$ cat src/rtl/rp_8bit_io_tmr.sv
// rp_8bit_io_tmr: 8-bit timer/counter on the rp_8bit I/O bus.
// Registers at ADR+0..ADR+4: TCCR, TCNT, OCR, TIMSK, TIFR.
// Overflow (irq_req[0]) and compare-match (irq_req[1]) interrupt requests.
// Optional fast-PWM output enabled by defining RP_8BIT_IO_TMR_PWM_EN;
// otherwise pwm is tied to 0.
module rp_8bit_io_tmr #(
   parameter logic [5:0] ADR = 6'h20,
   parameter int         PSW = 10
) (
   input  logic       clk,
   input  logic       rst,
   input  logic       io_wen,
   input  logic       io_ren,
   input  logic [5:0] io_adr,
   input  logic [7:0] io_wdt,
   input  logic [7:0] io_msk,
   output logic [7:0] io_rdt,
   output logic [1:0] irq_req,
   input  logic [1:0] irq_ack,
   output logic       pwm
);

   // Bit-masked register update: masked bits take write data, others keep.
   function automatic logic [7:0] mask_merge(input logic [7:0] cur,
                                             input logic [7:0] wdt,
                                             input logic [7:0] msk);
      return (wdt & msk) | (cur & ~msk);
   endfunction

   logic [3:0]     tccr;
   logic [7:0]     tcnt;
   logic [7:0]     ocr;
   logic [1:0]     timsk;
   logic [1:0]     tifr;
   logic [PSW-1:0] psc;

   logic [2:0] cs;
   logic       ctc;
   logic [5:0] ofs;
   logic       hit;
   logic       wr_tccr, wr_tcnt, wr_ocr, wr_timsk, wr_tifr;
   logic       running, tick, cnt_tick;
   logic       cmp, ctc_clr, ovf;
   logic [7:0] tcnt_inc;
   logic [7:0] tccr_w, tcnt_w, ocr_w, timsk_w;
   logic [7:0] tcnt_nxt;
   logic [1:0] flag_set, flag_clr, tifr_nxt;
   logic [7:0] rd_val;

   assign cs  = tccr[2:0];
   assign ctc = tccr[3];

   // Address decode: offset from base, no wrap past the top of I/O space.
   assign ofs      = io_adr - ADR;
   assign hit      = (io_adr >= ADR) && (ofs < 6'd5);
   assign wr_tccr  = io_wen && hit && (ofs == 6'd0);
   assign wr_tcnt  = io_wen && hit && (ofs == 6'd1);
   assign wr_ocr   = io_wen && hit && (ofs == 6'd2);
   assign wr_timsk = io_wen && hit && (ofs == 6'd3);
   assign wr_tifr  = io_wen && hit && (ofs == 6'd4);

   // Prescaler tick selection; CS 0/6/7 stop the timer.
   always_comb begin
      running = 1'b0;
      tick    = 1'b0;
      case (cs)
         3'd1: begin running = 1'b1; tick = 1'b1;        end
         3'd2: begin running = 1'b1; tick = &psc[2:0];   end
         3'd3: begin running = 1'b1; tick = &psc[5:0];   end
         3'd4: begin running = 1'b1; tick = &psc[7:0];   end
         3'd5: begin running = 1'b1; tick = &psc[9:0];   end
         default: begin running = 1'b0; tick = 1'b0;     end
      endcase
   end

   // Counter next-state, flag set/clear and masked register write values.
   always_comb begin
      tccr_w   = mask_merge({4'b0, tccr}, io_wdt, io_msk);
      tcnt_w   = mask_merge(tcnt, io_wdt, io_msk);
      ocr_w    = mask_merge(ocr, io_wdt, io_msk);
      timsk_w  = mask_merge({6'b0, timsk}, io_wdt, io_msk);
      // A CPU write to TCNT swallows the tick and its events.
      cnt_tick = tick && !wr_tcnt;
      cmp      = (tcnt == ocr);
      ctc_clr  = ctc && cmp;
      tcnt_inc = ctc_clr ? 8'h00 : tcnt + 8'd1;
      ovf      = (tcnt == 8'hff) && !ctc_clr;
      tcnt_nxt = tcnt;
      if (wr_tcnt)
         tcnt_nxt = tcnt_w;
      else if (cnt_tick)
         tcnt_nxt = tcnt_inc;
      flag_set = {cnt_tick && cmp, cnt_tick && ovf};
      flag_clr = irq_ack;
      if (wr_tifr)
         flag_clr = flag_clr | (io_wdt[1:0] & io_msk[1:0]);
      // Hardware set wins over a same-cycle clear.
      tifr_nxt = (tifr & ~flag_clr) | flag_set;
   end

   // Read mux on current (pre-write) register values.
   always_comb begin
      rd_val = 8'h00;
      if (hit) begin
         case (ofs)
            6'd0:    rd_val = {4'b0, tccr};
            6'd1:    rd_val = tcnt;
            6'd2:    rd_val = ocr;
            6'd3:    rd_val = {6'b0, timsk};
            6'd4:    rd_val = {6'b0, tifr};
            default: rd_val = 8'h00;
         endcase
      end
   end

   // Prescaler: free-running while enabled, cleared on any TCCR write.
   always_ff @(posedge clk) begin
      if (rst || wr_tccr || !running)
         psc <= '0;
      else
         psc <= psc + 1'b1;
   end

   // Register file and counter state.
   always_ff @(posedge clk) begin
      if (rst) begin
         tccr  <= 4'h0;
         tcnt  <= 8'h00;
         ocr   <= 8'h00;
         timsk <= 2'b00;
         tifr  <= 2'b00;
      end else begin
         if (wr_tccr)  tccr  <= tccr_w[3:0];
         if (wr_ocr)   ocr   <= ocr_w;
         if (wr_timsk) timsk <= timsk_w[1:0];
         tcnt <= tcnt_nxt;
         tifr <= tifr_nxt;
      end
   end

   // Registered read data, held while io_ren is low.
   always_ff @(posedge clk) begin
      if (rst)
         io_rdt <= 8'h00;
      else if (io_ren)
         io_rdt <= rd_val;
   end

   assign irq_req = tifr & timsk;

`ifdef RP_8BIT_IO_TMR_PWM_EN
   logic pwm_r;
   // Fast PWM: set when the counter returns to 0, cleared when it reaches OCR.
   always_ff @(posedge clk) begin
      if (rst || !running)
         pwm_r <= 1'b0;
      else if (cnt_tick && (tcnt_inc == ocr))
         pwm_r <= 1'b0;
      else if (cnt_tick && (tcnt_inc == 8'h00))
         pwm_r <= 1'b1;
   end
   assign pwm = pwm_r;
`else
   assign pwm = 1'b0;
`endif

endmodule

$ cat config.mk
export PLATFORM = sky130hd
export DESIGN_NAME = rp_8bit_io_tmr
export DESIGN_NICKNAME = d
export VERILOG_FILES = /design/src/rtl/rp_8bit_io_tmr.sv
export SDC_FILE = /design/constraint.sdc
export NUM_CORES = 1
export LEC_CHECK = 0
export CAP_MARGIN = 15
export CORE_ASPECT_RATIO = 0.75
export CORE_UTILIZATION = 57
export DETAILED_ROUTE_END_ITERATION = 10
export PLACE_DENSITY = 0.85
export SLEW_MARGIN = 20
export SYNTH_ARGS = -nofsm -noshare
export SYNTH_HDL_FRONTEND = slang
export SYNTH_SLANG_ARGS = --single-unit
$ cat constraint.sdc
create_clock -name clk -period 3.2 [get_ports clk]
set_clock_uncertainty 0.2 [all_clocks]
set_input_delay 0.64 -clock clk [delete_from_list [all_inputs] [get_ports clk]]
set_output_delay 0.64 -clock clk [all_outputs]
set_load 0.02 [all_outputs]
# ---- Word level (Yosys, flattened, before mapping)
# Index checks and enable logic that the tools add are counted.
dict set report classes {
  addsub 3
  order_cmp 2
  n_eq_ne 11
  n_mux 8
  bitwise 16
  reduce_logical 24
}
# cell count
set op_table {}
lappend op_table {{$pmux W8 S5} 1}
lappend op_table {{$mux W8} 4}
lappend op_table {{$and A8 B8 Y8} 3}
lappend op_table {{$or A8 B8 Y8} 2}
lappend op_table {{$eq A6 B2 Y1 const B} 2}
lappend op_table {{$logic_and A1 B1 Y1} 12}
lappend op_table {{$add A10 B1 Y10 const B} 1}
lappend op_table {{$reduce_and A10 Y1} 1}
lappend op_table {{$add A8 B1 Y8 const B} 1}
lappend op_table {{$and A2 B2 Y2} 4}
lappend op_table {{$eq A8 B8 Y1} 1}
lappend op_table {{$eq A8 B8 Y1 const B} 1}
lappend op_table {{$not A8 Y8} 1}
lappend op_table {{$reduce_and A8 Y1} 1}
lappend op_table {{$eq A3 B2 Y1 const B} 2}
lappend op_table {{$eq A3 B3 Y1 const B} 2}
lappend op_table {{$eq A6 B1 Y1 const B} 1}
lappend op_table {{$eq A6 B3 Y1 const B} 1}
lappend op_table {{$ge A6 B6 Y1 const B} 1}
lappend op_table {{$logic_not A6 Y1} 1}
lappend op_table {{$lt A6 B3 Y1 const B} 1}
lappend op_table {{$or A2 B2 Y2} 3}
lappend op_table {{$reduce_and A6 Y1} 1}
lappend op_table {{$sub A6 B6 Y6 const B} 1}
lappend op_table {{other kinds (12)} 15}
dict set report word_totals {
  ff_bits 42
  in_bits 28
  output_inout_bits 11
  wordCells 71
}

# ---- Logic depth before layout (Yosys ltp)
dict set report depth {
  depth_word 9
  ltp_mapped 9
  depth_no_buf 8
}

# ---- Worst setup path after synthesis
# No wires, ideal clock.
dict set report synth_path {
  path_kind {input to register}
  startpoint {input port io_adr[0]}
  endpoint {register with a tool-made name}
  setup_ns 0.124
  arrival_time_ns 1.785
  required_ns 2.876
  path_slack_ns 1.091
  cell_stages 7
  path_buffers 2
  path_cell_list {buf_2 -> nor2b_4 -> and3_1 -> buf_4 -> nor2_1 -> a221oi_1 -> nor4_1}
}
# element line_no
set synth_rtl {}
lappend synth_rtl {{from (decl)} 14} ;# input logic [5:0] io_adr,

==> qor.csv <==
stage,metric,value,unit
power_and_ir_drop,Comb power frac,7.8,%
sta,RSZ-0062 raised after global routing,no,
placed_design,Placer Congestion,0.886,
status,status,completed,
power_and_ir_drop,PD cells,396,nW/um^2
clock_network,Num CTS Buffers,5,
worst_setup_path,Worst path top cell family by delay,simple AND/OR/NAND/NOR gates,
sta,final setup fails,0,
floorplanning,Core ar.,3800,um^2
logic_synthesis,"Seq/Total Area, Yosys",35.9,%
drt,DR iter-0 viols,199,
clock_network,H-Tree Depth,2,
clock_network,later-pin clock latency in the skew report,0.30,ns
sta,crit share post-route,80.1,%
sta,minimum clock period,2.56,ns
drt,via count,2144,
grt,Total GRT Usage,27.5,%
floorplanning,# rows,19,
flow_run,# Max-Cap Violations,0,
logic_synthesis,Post-Synthesis Cell Area,2340,um^2
drt,DR pass1 iterations,4,
layout,Finished Core Util,75.2,%
sta,Worst Tran Pin Value,0.597,ns
clock_network,Resized Gates After CTS,0,
floorplanning,I/O pins,39,
power_and_ir_drop,sequential power share,46.5,%
power_and_ir_drop,switching power,232,uW
worst_setup_path,Worst Path Buf+Inv,2,
drt,met2 WL,2.32,mm
worst_setup_path,endpoint type of the worst setup path,flop,
drt,DRT met1 WL,2.66,mm
layout,final net count,351,
power_and_ir_drop,VDD IR max,0.399,mV
drt,top routing layer in use,met4,
clock_network,clock sink count,42,
placed_design,PortBufs,37,
layout,filler instances,315,
floorplanning,Die H,57.5,um
worst_setup_path,crit path cell chain,clkdlybuf4s50_1 -> buf_4 -> and2b_1 -> and3_1 -> nand2_1 -> nand2_1 -> a21oi_1,
drt,Total Wirelength,5.50,mm
worst_hold_path,WHS Path Cells,1,
power_and_ir_drop,internal power,902,uW
layout,number of antenna diodes,0,
drt,DRC,0,
clock_network,clock tree buffer depth,2,
worst_setup_path,R2R setup slack,1.03,ns
clock_network,clk root buf,clkbuf_8,
worst_hold_path,Hold Path End,psc[0]$_SDFF_PP0_,
clock_network,TritonCTS clock tree,built,
layout,area delta synth->final,22.0,%
drt,DRT antenna net count,0,
sta,pins over their slew limit,0,
grt,vias in the first global route,1983,
layout,layout cells sized above 1,7.79,%
sta,Slew headroom,60.2,%
logic_synthesis,register bit total from synthesis,42,
clock_network,# Post-CTS Setup Buffers,0,
grt,first-pass GRT wire length,9.43,mm
logic_synthesis,synth unique cells,53,
worst_setup_path,worst stage delay on the critical path,0.59,ns
worst_setup_path,Startpoint Class,input pin,
worst_setup_path,Setup Crit Path Kind,input pin to flop,
drt,wire length per cell,14.7,um
logic_synthesis,syn nets,320,
worst_setup_path,CP arrival,2.54,ns
clock_network,Worst-path clk slew,0.08,ns
logic_synthesis,ys flop type,dfxtp_1,
logic_synthesis,cells after synthesis,289,
worst_hold_path,HP Class,flop to flop,
sta,Highest Clock Rate,390,MHz
floorplanning,Die W,76.1,um
power_and_ir_drop,switching part of the total power,20.4,%
grt,initial antenna violation count,0,
placed_design,DP Wirelength,3.97,mm
grt,total congestion overflow,0,
grt,largest net degree at the start of global routing,33,
clock_network,CTS hold repair buffers,0,
worst_setup_path,crit path max-delay cell type,and3_1,
floorplanning,Initial Util,61.6,%
logic_synthesis,number of synthesized flops with an enable pin,0,
floorplanning,Die ar.,4380,um^2
worst_setup_path,CP required,3.17,ns
worst_setup_path,RR Endpoint,tifr[0]$_SDFF_PP0_,
logic_synthesis,Synth warnings,0,
power_and_ir_drop,Clock power frac,45.7,%
logic_synthesis,asr flop ratio synth,0,%
worst_hold_path,Worst Hold Launch,psc[0]$_SDFF_PP0_,
drt,vias per std cell,5.75,
sta,setup tns final,0,ns
layout,most frequent cells in the layout,"42 x nand2_1, 42 x dfxtp_1, 37 x clkdlybuf4s50_1, 29 x a21oi_1, 28 x nor2_1",
sta,"Hold Vio Cnt, Final",0,
worst_setup_path,r2r worst-path depth,6,
drt,DR WL met3,447,um
worst_setup_path,CP max FO,16,
power_and_ir_drop,static leakage,0.000994,uW
logic_synthesis,Syn Area/Cell,8.11,um^2
worst_setup_path,Crit path top cell by count,nand2_1,
## per-stage QoR
step | cells | setup slack [ns] | total power (uW) | hold WS [ns] | cell area [um^2]
final | 373 | 0.638 | 1130 | 0.272 | 2860
after global routing | 373 | 0.453 | 1170 | 0.297 | 2860
after CTS | 373 | 0.640 | 1130 | 0.274 | 2860
after detailed placement | 365 | 0.329 | 627 | 0.256 | 2720
after global placement | 365 | 0.409 | 625 | 0.248 | 2720
after floorplan | 289 | 1.09 | 573 | 0.230 | 2340
## cells in the mapped netlist, types with 4 or more instances
library cell	number	area share, %
o21ai_0	4	0.85
xor2_1	4	1.5
inv_1	7	1.1
nor4_1	4	1.1
xnor2_1	14	5.2
dfxtp_1	42	36
nor3b_1	5	1.6
clkbuf_1	4	0.64
nand2_1	42	6.7
buf_2	10	2.1
nand4_1	5	1.3
a21oi_1	29	6.2
and3_1	6	1.6
nand2b_1	4	1.1
nor2_1	28	4.5
mux2i_1	4	1.7
a22o_1	4	1.5
nand3_1	19	4.1
a211oi_1	4	1.3
nor2b_1	6	1.6
## worst max-delay path by stage
stage                          from    to  slack, ns  depth (start not counted)
final                     io_adr[0]  flop       0.64                          7
after global routing      io_adr[0]  flop       0.45                          6
after CTS                 io_adr[0]  flop       0.64                          7
after detailed placement  io_adr[0]  flop       0.33                          7
after global placement    io_adr[0]  flop       0.41                          7
after floorplan           io_adr[0]  flop       1.09                          7
## logic make-up after synthesis
logic type / Yosys count / share of synthesized area, %
flops: 42 / 35.9
buf+inv: 24 / 5.02
xor+xnor: 18 / 6.72
compound gates: 57 / 15.8
other cells: 1 / 0.160
simple gates: 138 / 31.2
fa+ha+maj: 3 / 1.60
mux: 6 / 3.63
## power groups by stage
stage	registers, uW	logic [uW]	clock network, uW
after CTS	527	88.0	520
after detailed placement	539	87.5	0
after global placement	539	86.4	0
final	527	88.3	519
after global routing	527	95.0	544
after floorplan	540	32.9	0
## final cells by class
cell class                 count  area [um^2]  area share (%)
multi-input combinational    223         1390            48.4
sequential                    42          841            29.4
timing repair buffer          41          400            14.0
clock buffer                   6         82.6            2.89
tap                           52         65.1            2.27
clock inverter                 2         60.1            2.10
inverter                       7         26.3           0.918
## metal layers
layer  vias up  GRT usage, %
met3         7          5.44
met5         -             0
met2        96          41.3
met1       978          39.1
met4         0          11.0
li1       1063             -
Power figures use the tool's default switching activity.
